===== src/rtl/spi_frame_pkg.sv =====
// Shared types and default frame geometry for the SPI register-access frame
// (address, dummy clocks, data), used by the initiator and the slot-slave model.
package spi_frame_pkg;

    typedef enum logic [1:0] {
        StIdle,
        StShift,
        StTail,
        StGap
    } state_e;

    localparam int unsigned SPI_ADDR_W       = 8;
    localparam int unsigned SPI_DATA_W       = 16;
    localparam int unsigned SPI_DUMMY_CYCLES = 6;
    localparam int unsigned SPI_FRAME_BITS   = SPI_ADDR_W + SPI_DUMMY_CYCLES + SPI_DATA_W;

    function automatic int unsigned frame_bits(input int unsigned addr_w,
                                               input int unsigned dummy_cycles,
                                               input int unsigned data_w);
        return addr_w + dummy_cycles + data_w;
    endfunction

endpackage


===== src/rtl/spi_sclk_gen.sv =====
// SCLK half-period divider: HALF_DIV cycles low, HALF_DIV cycles high while enabled.
// rise_o/fall_o flag the cycle whose closing edge makes SCLK go high/low.
module spi_sclk_gen #(
    parameter int unsigned HALF_DIV = 2
) (
    input  logic clk_i,
    input  logic rst_i,
    input  logic en_i,
    output logic sclk_o,
    output logic rise_o,
    output logic fall_o
);

    localparam int unsigned CntW = (HALF_DIV > 1) ? $clog2(HALF_DIV) : 1;
    localparam logic [CntW-1:0] CntMax = CntW'(HALF_DIV - 1);

    logic [CntW-1:0] cnt_q;
    logic            sclk_q;
    logic            wrap;

    assign wrap   = en_i && (cnt_q == CntMax);
    assign rise_o = wrap && !sclk_q;
    assign fall_o = wrap && sclk_q;
    assign sclk_o = sclk_q;

    always_ff @(posedge clk_i) begin
        if (rst_i || !en_i) begin
            cnt_q  <= '0;
            sclk_q <= 1'b0;
        end else if (wrap) begin
            cnt_q  <= '0;
            sclk_q <= ~sclk_q;
        end else begin
            cnt_q <= cnt_q + 1'b1;
        end
    end

endmodule


===== src/rtl/spi_frame_master.sv =====
// SPI initiator for the slot-controller register frame: addr, dummy clocks, data, MSB first.
// Optional echo check of the captured address is enabled by SPI_FRAME_MASTER_ECHO_CHECK_EN.
module spi_frame_master
    import spi_frame_pkg::*;
#(
    parameter int unsigned ADDR_W       = SPI_ADDR_W,
    parameter int unsigned DATA_W       = SPI_DATA_W,
    parameter int unsigned DUMMY_CYCLES = SPI_DUMMY_CYCLES,
    parameter int unsigned HALF_DIV     = 2,
    parameter int unsigned CS_GAP       = 3
) (
    input  logic              sys_clk,
    input  logic              sys_rst,
    input  logic              req_valid,
    output logic              req_ready,
    input  logic [ADDR_W-1:0] req_addr,
    input  logic [DATA_W-1:0] req_data,
    output logic              rsp_valid,
    output logic [ADDR_W-1:0] rsp_addr,
    output logic [DATA_W-1:0] rsp_data,
`ifdef SPI_FRAME_MASTER_ECHO_CHECK_EN
    output logic              rsp_addr_err,
`endif
    output logic              busy,
    output logic              spi_clk,
    output logic              spi_mosi,
    input  logic              spi_miso,
    output logic              spi_cs_n
);

    localparam int unsigned N       = frame_bits(ADDR_W, DUMMY_CYCLES, DATA_W);
    localparam int unsigned CapW    = ADDR_W + DATA_W;
    localparam int unsigned BitCntW = $clog2(N + 1);
    localparam int unsigned WaitMax = (HALF_DIV > CS_GAP) ? HALF_DIV : CS_GAP;
    localparam int unsigned WaitW   = $clog2(WaitMax + 1);

    localparam logic [BitCntW-1:0] BitsTotal = BitCntW'(N);
    localparam logic [BitCntW-1:0] DummyHi   = BitCntW'(DATA_W + DUMMY_CYCLES);
    localparam logic [BitCntW-1:0] DummyLo   = BitCntW'(DATA_W);
    localparam logic [BitCntW-1:0] LastBit   = BitCntW'(1);
    localparam logic [WaitW-1:0]   TailLoad  = WaitW'(HALF_DIV - 1);
    localparam logic [WaitW-1:0]   GapLoad   = WaitW'(CS_GAP - 1);

    state_e              state_q;
    logic [N-2:0]        sr_q;
    logic [CapW-1:0]     cap_q;
    logic                cap_en_q;
    logic [BitCntW-1:0]  bit_cnt_q;
    logic [WaitW-1:0]    wait_q;
    logic                cs_n_q;
    logic                mosi_q;
    logic                req_ready_q;
    logic                busy_q;
    logic                rsp_valid_q;
    logic [ADDR_W-1:0]   rsp_addr_q;
    logic [DATA_W-1:0]   rsp_data_q;
    logic [N-1:0]        frame;
    logic                sclk_rise;
    logic                sclk_fall;
`ifdef SPI_FRAME_MASTER_ECHO_CHECK_EN
    logic [ADDR_W-1:0]   addr_q;
    logic                addr_err_q;
    assign rsp_addr_err = addr_err_q;
`endif

    assign frame = {req_addr, {DUMMY_CYCLES{1'b0}}, req_data};

    spi_sclk_gen #(
        .HALF_DIV(HALF_DIV)
    ) u_sclk_gen (
        .clk_i (sys_clk),
        .rst_i (sys_rst),
        .en_i  (state_q == StShift),
        .sclk_o(spi_clk),
        .rise_o(sclk_rise),
        .fall_o(sclk_fall)
    );

    always_ff @(posedge sys_clk) begin
        if (sys_rst) begin
            state_q     <= StIdle;
            sr_q        <= '0;
            cap_q       <= '0;
            cap_en_q    <= 1'b0;
            bit_cnt_q   <= '0;
            wait_q      <= '0;
            cs_n_q      <= 1'b1;
            mosi_q      <= 1'b0;
            req_ready_q <= 1'b1;
            busy_q      <= 1'b0;
            rsp_valid_q <= 1'b0;
            rsp_addr_q  <= '0;
            rsp_data_q  <= '0;
`ifdef SPI_FRAME_MASTER_ECHO_CHECK_EN
            addr_q      <= '0;
            addr_err_q  <= 1'b0;
`endif
        end else begin
            rsp_valid_q <= 1'b0;
            unique case (state_q)
                StIdle: begin
                    if (req_valid && req_ready_q) begin
                        state_q     <= StShift;
                        sr_q        <= frame[N-2:0];
                        mosi_q      <= frame[N-1];
                        bit_cnt_q   <= BitsTotal;
                        cs_n_q      <= 1'b0;
                        req_ready_q <= 1'b0;
                        busy_q      <= 1'b1;
`ifdef SPI_FRAME_MASTER_ECHO_CHECK_EN
                        addr_q      <= req_addr;
`endif
                    end
                end
                StShift: begin
                    // Dummy-phase samples never enter the capture register.
                    if (sclk_rise) begin
                        cap_en_q <= (bit_cnt_q > DummyHi) || (bit_cnt_q <= DummyLo);
                    end
                    if (sclk_fall) begin
                        if (cap_en_q) begin
                            cap_q <= {cap_q[CapW-2:0], spi_miso};
                        end
                        mosi_q    <= sr_q[N-2];
                        sr_q      <= {sr_q[N-3:0], 1'b0};
                        bit_cnt_q <= bit_cnt_q - 1'b1;
                        if (bit_cnt_q == LastBit) begin
                            state_q <= StTail;
                            wait_q  <= TailLoad;
                        end
                    end
                end
                StTail: begin
                    if (wait_q == '0) begin
                        state_q     <= StGap;
                        wait_q      <= GapLoad;
                        cs_n_q      <= 1'b1;
                        mosi_q      <= 1'b0;
                        rsp_valid_q <= 1'b1;
                        rsp_addr_q  <= cap_q[CapW-1 -: ADDR_W];
                        rsp_data_q  <= cap_q[DATA_W-1:0];
`ifdef SPI_FRAME_MASTER_ECHO_CHECK_EN
                        addr_err_q  <= (cap_q[CapW-1 -: ADDR_W] != addr_q);
`endif
                    end else begin
                        wait_q <= wait_q - 1'b1;
                    end
                end
                StGap: begin
                    if (wait_q == '0) begin
                        state_q     <= StIdle;
                        req_ready_q <= 1'b1;
                        busy_q      <= 1'b0;
                    end else begin
                        wait_q <= wait_q - 1'b1;
                    end
                end
                default: state_q <= StIdle;
            endcase
        end
    end

    assign req_ready = req_ready_q;
    assign busy      = busy_q;
    assign rsp_valid = rsp_valid_q;
    assign rsp_addr  = rsp_addr_q;
    assign rsp_data  = rsp_data_q;
    assign spi_mosi  = mosi_q;
    assign spi_cs_n  = cs_n_q;

endmodule

===== config.mk =====
export PLATFORM = sky130hd
export DESIGN_NAME = spi_frame_master
export DESIGN_NICKNAME = d
export VERILOG_FILES = /design/src/rtl/spi_frame_pkg.sv /design/src/rtl/spi_sclk_gen.sv /design/src/rtl/spi_frame_master.sv
export SDC_FILE = /design/constraint.sdc
export NUM_CORES = 1
export LEC_CHECK = 0
export ABC_AREA = 1
export BUFFER_PORTS_ARGS = -buffer_cell sky130_fd_sc_hd__clkbuf_2
export CORE_UTILIZATION = 61
export CTS_CLUSTER_DIAMETER = 50
export DETAILED_ROUTE_END_ITERATION = 8
export MAX_ROUTING_LAYER = met4
export PLACE_DENSITY = 0.84
export SYNTH_ARGS = -nofsm -noshare
export SYNTH_HDL_FRONTEND = slang
export SYNTH_SLANG_ARGS = --single-unit

===== constraint.sdc =====
create_clock -name sys_clk -period 3.4 [get_ports sys_clk]
set_input_delay 0.17 -clock sys_clk [delete_from_list [all_inputs] [get_ports sys_clk]]
set_output_delay 0.17 -clock sys_clk [all_outputs]
set_load 0.1 [all_outputs]

---- Yosys cells after proc, flatten, opt, wreduce, memory -nomap -nowiden ----
Index checks and enable logic that the tools add are counted.
operators by class
  magnitude comparators ................... 2
  eq/ne operators ......................... 10
  multiplexer cells ....................... 28
  bitwise gates (word level) .............. 2
  add/sub/neg operators ................... 3
  reductions and logical operators ........ 26
operator list
  kind                 count
  $mux 29              2
  $pmux 29 s2          1
  $mux 2               9
  $ne 2x2->1 const B   6
  $reduce_and 3->1     4
  $mux 5               2
  $pmux 5 s2           1
  $pmux 2 s4           1
  $reduce_and 4->1     2
  $mux 1               7
  $pmux 1 s2           3
  $pmux 2 s3           1
  $reduce_bool 2->1    3
  $reduce_bool 3->1    2
  $eq 5x1->1 const B   1
  $gt 5x5->1 const B   1
  $le 5x5->1 const B   1
  $reduce_and 5->1     1
  $sub 5x1->5 const B  1
  $eq 2x2->1 const B   2
  $logic_and 1x1->1    4
  $logic_not 2->1      2
  $reduce_and 2->1     2
  $reduce_or 2->1      2
  7 further kinds      10
word-level totals
  logic and storage cells ................. 86
  register bits ........................... 94
  bits of input ports ..................... 28
  output and inout bits ................... 30

---- Logic depth before layout (Yosys ltp) ----
  depth in word-level cells ............... 5
  depth in mapped cells ................... 10
  gate-level depth less buffers ........... 10

---- By module ----
A second synthesis with hierarchy kept.
second synthesis, totals
  cells, all modules ...................... 535
  area total of the unflattened synthesis .. 3,941.3 µm²
modules (own cells, without submodules)
  module            times used  area each (µm²)  cells an instance  sequential area each (µm²)
  spi_frame_master  1           3,851.2          522                1,841.8
  spi_sclk_gen      1           90.1             13                 40.0

---- Worst setup path after synthesis ----
OpenSTA, ideal clock, no wires.
  path kind ............................... register to register
  start ................................... register req_ready_q (netlist: req_ready)
  end ..................................... register sr_q[11]
  buffers on the path ..................... 1
  stages on the path, launching flop included .. 9
  data required time ...................... 3,284 ps
  setup slack ............................. 1,438 ps
  library setup time ...................... 116 ps
  period minus slack after synthesis ...... 1,962 ps
  arrival time ............................ 1,846 ps
  path through ............................ dfxtp_1 > nand2_1 > nand2_2 > o21ai_2 > nor2_4 > inv_2 > buf_4 > nor2_1 > nor2_1
between the ends
  longest elaborated chain between the ends .. 3
RTL lines
  element                            RTL line                 text
  start, declared                    spi_frame_master.sv:52   logic req_ready_q;
  start signal, assigned             spi_frame_master.sv:89   req_ready_q <= 1'b1;
  start signal, assigned             spi_frame_master.sv:108  req_ready_q <= 1'b0;
  start signal, assigned             spi_frame_master.sv:152  req_ready_q <= 1'b1;
  $logic_and 1x1->1                  spi_frame_master.sv:102  if (req_valid && req_ready_q) begin
  $ne 2x2->1 (no source line)        n/a
  $reduce_and 3->1 (no source line)  n/a
  end signal, assigned               spi_frame_master.sv:104  sr_q <= frame[N-2:0];
  end signal, assigned               spi_frame_master.sv:125  sr_q <= {sr_q[N-3:0], 1'b0};
  end, declared                      spi_frame_master.sv:45   logic [N-2:0] sr_q;
No other way between the ends.
A chain may end at the register's enable or synchronous reset.

---- Final worst setup path ----
  start ................................... register state_q[1]
  end ..................................... register sr_q[23]
between the ends
  longest elaborated chain between the ends .. 5
  elaborated cells between the ends (all ways) .. 9
  classes of those cells .................. eq/ne (3); mux (1); reduce/logical (5)
RTL lines
  element                            RTL line                                         text
  start, declared                    spi_frame_master.sv:44                           state_e state_q;
  start signal, assigned             spi_frame_master.sv:81                           state_q <= StIdle;
  start signal, assigned             spi_frame_master.sv:103                          state_q <= StShift;
  start signal, assigned             spi_frame_master.sv:128                          state_q <= StTail;
  $eq 2x1->1                         spi_frame_master.sv:73, spi_frame_master.sv:100
  $logic_and 1x1->1                  spi_sclk_gen.sv:21                               assign wrap = en_i && (cnt_q == CntMax);
  $logic_and 1x1->1                  spi_sclk_gen.sv:23                               assign fall_o = wrap && sclk_q;
  $ne 2x2->1 (no source line)        n/a
  $reduce_and 3->1 (no source line)  n/a
Parallel ways exist; a longest one is shown, timed or not.

==> reports/qor.yml <==
outcome: "finished, final reports clean"
worstHoldStart: "spi_miso"
reg2reg_slack_ns: 1.10
r2r_start: "state_q[1]$_SDFFE_PP0P_"
io_buffers: 57
grt-ovfl-total: 0
die_w_um: 82.6
max_freq_mhz: 435
critical_path_peak_fanout: 31
routed_wl_um: 7740
final_area_um2: 4410
worst_pin_slew_ns: 0.829
post-cts-setup-buffers: 0
yosysTopAreaCellShare_pct: 47.5
cts.reportedPaths.clkPinSlew_ns: 0.08
whs_endpoint: "cap_q[0]$_SDFFE_PP0P_"
r2r-end: "sr_q[23]$_SDFFE_PP0P_"
synth_most_common_cell: "nor2_1"
grt_pass1_vias: 3130
detail-route-antenna-nets: 0
yosysTopAreaCell: "dfxtp_1"
synth_warnings: 0
n_fill_cell: 507
crit_type: "reg2reg"
period_minus_slack_ns: 2.30
globalplace.congestion: 0.798
drive_gt1_share_pct: 15.2
synthCells: 548
yosys.cell_types.count: 29
synth_seq_cells: 94
arrival_ns: 2.55
finalSetupTns_ns: 0
setup_violations: 0
syn_avg_cell_area_um2: 7.23
worst_ep_required_time_ns: 3.66
synth_area_um2: 3960
pwr_density_cell_nw_per_um2: 991
io_pins: 58
cts_root_buffer: "clkbuf_8"
cts.path.max_buffers: 2
cts_hold_buf: 0
max_cap_viol_count: 0
grt_max_degree: 50
hold_path.class: "in2reg"
cp-start-kind: "flip-flop"
power.leakage_nw: 2.00
cts_sinks: 94
ir_worst_vdd_uv: 676
rsz0062_at_grt: "no"
fin_nets: 627
drv_slew: 0
synth_flop_cell: "dfxtp_1"
r2r.worst_path.cells: 8
critPathMaxStageDelay_ns: 0.48
antenna_found_initial: 0
numCtsBuffers: 9
worstHoldPathCells: 3
critPathCaptureType: "flip-flop"
core_um2: 6100
start_util_pct: 65.0
fin_crit_sh_pct: 67.5
dr.pass1.iters: 5
synth_area_leaders: "dfxtp_1, nor2_1, nand2_1"
grt_usage_pct: 26.1
timing_hold_violations_final: 0
dieHeight_um: 82.6
synth_common_cells: "nor2_1, nand2_1, dfxtp_1"
finClkSkew_ns: 0.00725
async_reset_ff_share_pct: 0
area_growth_pct: 11.3
vias: 3494
cts_tree: "done"
placed_area_um2: 4200
vias_per_cell: 5.22
drt_iter0_markers: 121
ys_seq_area_share_pct: 47.5
synthesis.nets: 585
num_rows: 28
wl_per_cell_um: 11.6
grt_pass1_wl_um: 13300
crit_chain: "inv_1, ha_1, inv_2, a21oi_4, nor2_4, inv_2, nor2_1, nor2_1"
slew_headroom_pct: 44.7
clock_latency_ns: 0.36
post-route-drc-count: 0
hpwlAfterDp_um: 5080
htree_levels: 3
crit_slowest_cell: "nor2_4"
dieArea_um2: 6820
diodes: 0
synth_edf_count: 0
cts_resized: 0
worst max-delay path by stage:
stage                                  startpoint                    end  slack, ns
final                     state_q[1]$_SDFFE_PP0P_  sr_q[23]$_SDFFE_PP0P_       1.10
after CTS                 state_q[1]$_SDFFE_PP0P_  sr_q[23]$_SDFFE_PP0P_       1.09
after floorplan            req_ready$_SDFFE_PP1P_  sr_q[11]$_SDFFE_PP0P_       1.44
after global placement    state_q[1]$_SDFFE_PP0P_   sr_q[2]$_SDFFE_PP0P_       1.20
after global routing      state_q[1]$_SDFFE_PP0P_   sr_q[8]$_SDFFE_PP0P_       0.89
after detailed placement  state_q[1]$_SDFFE_PP0P_  sr_q[19]$_SDFFE_PP0P_       1.10
cell families (layout without fill, tap and decap cells):
family	after synthesis	after routing	synth area share [%]
simple gates	293	293	29.0
compound gates	100	100	13.9
flops	94	94	47.5
buf+inv	52	98	6.73
fa+ha+maj	9	9	2.84
cell type report:
cell class / instances / area [um^2] / share of cell area (%)
flip-flops and latches: 94 / 1880 / 42.7
multi-input cells: 402 / 1810 / 41.1
repair buffers: 60 / 320 / 7.26
clock buffers: 12 / 145 / 3.29
well taps: 75 / 93.8 / 2.13
inverters: 23 / 86.3 / 1.96
clock inverters: 3 / 68.8 / 1.56
routing by layer:
| metal | track usage (%) | share of wire, % | vias to the layer above |
|---|---|---|---|
| met5 | - | 0 | - |
| met4 | 10.7 | 2.0 | 0 |
| met3 | 4.07 | 3.5 | 15 |
| met2 | 45.7 | 49 | 73 |
| met1 | 29.8 | 46 | 1583 |
| li1 | - | - | 1823 |
metrics by stage:
step / hold slack (ns) / utilization (%) / total power (W) / setup WS (ns) / cells
2_1_floorplan: 0.337 / - / 0.00333 / 1.44 / 548
3_3_place_gp: 0.431 / 68.8 / 0.00354 / 1.20 / 654
3_5_place_dp: 0.451 / 68.8 / 0.00359 / 1.10 / 654
4_1_cts: 0.103 / 72.4 / 0.00439 / 1.09 / 669
5_1_grt: 0.112 / 72.4 / 0.00467 / 0.885 / 669
6_report: 0.103 / 72.4 / 0.00437 / 1.10 / 669
critical path, delay by kind of cell (launching register included):
family	cells	cell delay [ns]
flip-flops	1	0.39
adder cells (fa/ha/maj)	1	0.20
AO/OA/AOI/OAI	1	0.09
buffers and inverters	3	0.76
AND/OR/NAND/NOR	3	0.74
power breakdown:
part / internal [W] / switching (W)
clock network: 0.000432 / 0.000361
registers: 0.00135 / 0.000137
logic: 0.000435 / 0.00165
total: 0.00222 / 0.00215
flip-flops by register name, indices dropped and copies added, names as in the netlist:
register	flops
bit_cnt_q	5
busy	1
cap_en_q	1
cap_q	24
req_ready	1
rsp_addr	8
rsp_data	16
rsp_valid	1
spi_cs_n	1
spi_mosi	1
sr_q	29
state_q	2
u_sclk_gen.cnt_q	1
u_sclk_gen.sclk_o	1
wait_q	2
placed cells by master (no fill, tap or decap):
cell | Yosys | routed
a21o_1 | 1 | 1
a21oi_1 | 10 | 10
a21oi_2 | 4 | 4
a21oi_4 | 1 | 1
a41oi_1 | 1 | 1
buf_12 | 0 | 1
buf_4 | 3 | 2
bufinv_16 | 0 | 2
clkbuf_1 | 13 | 2
clkbuf_2 | 0 | 57
clkbuf_8 | 0 | 10
clkinv_4 | 0 | 1
dfxtp_1 | 94 | 94
ha_1 | 9 | 9
inv_1 | 19 | 19
inv_2 | 4 | 4
nand2_1 | 113 | 113
nand2_2 | 2 | 2
nand3_1 | 8 | 8
nand3_2 | 1 | 1
nand3b_1 | 1 | 1
nand4_1 | 3 | 3
nor2_1 | 159 | 159
nor2_2 | 1 | 1
nor2_4 | 1 | 1
nor3_1 | 2 | 2
o211ai_1 | 4 | 4
o21ai_0 | 75 | 75
o21ai_1 | 1 | 1
o21ai_2 | 1 | 1
o21bai_1 | 2 | 2
or2_2 | 2 | 2
Note: power is estimated with default switching activity, not from simulation.
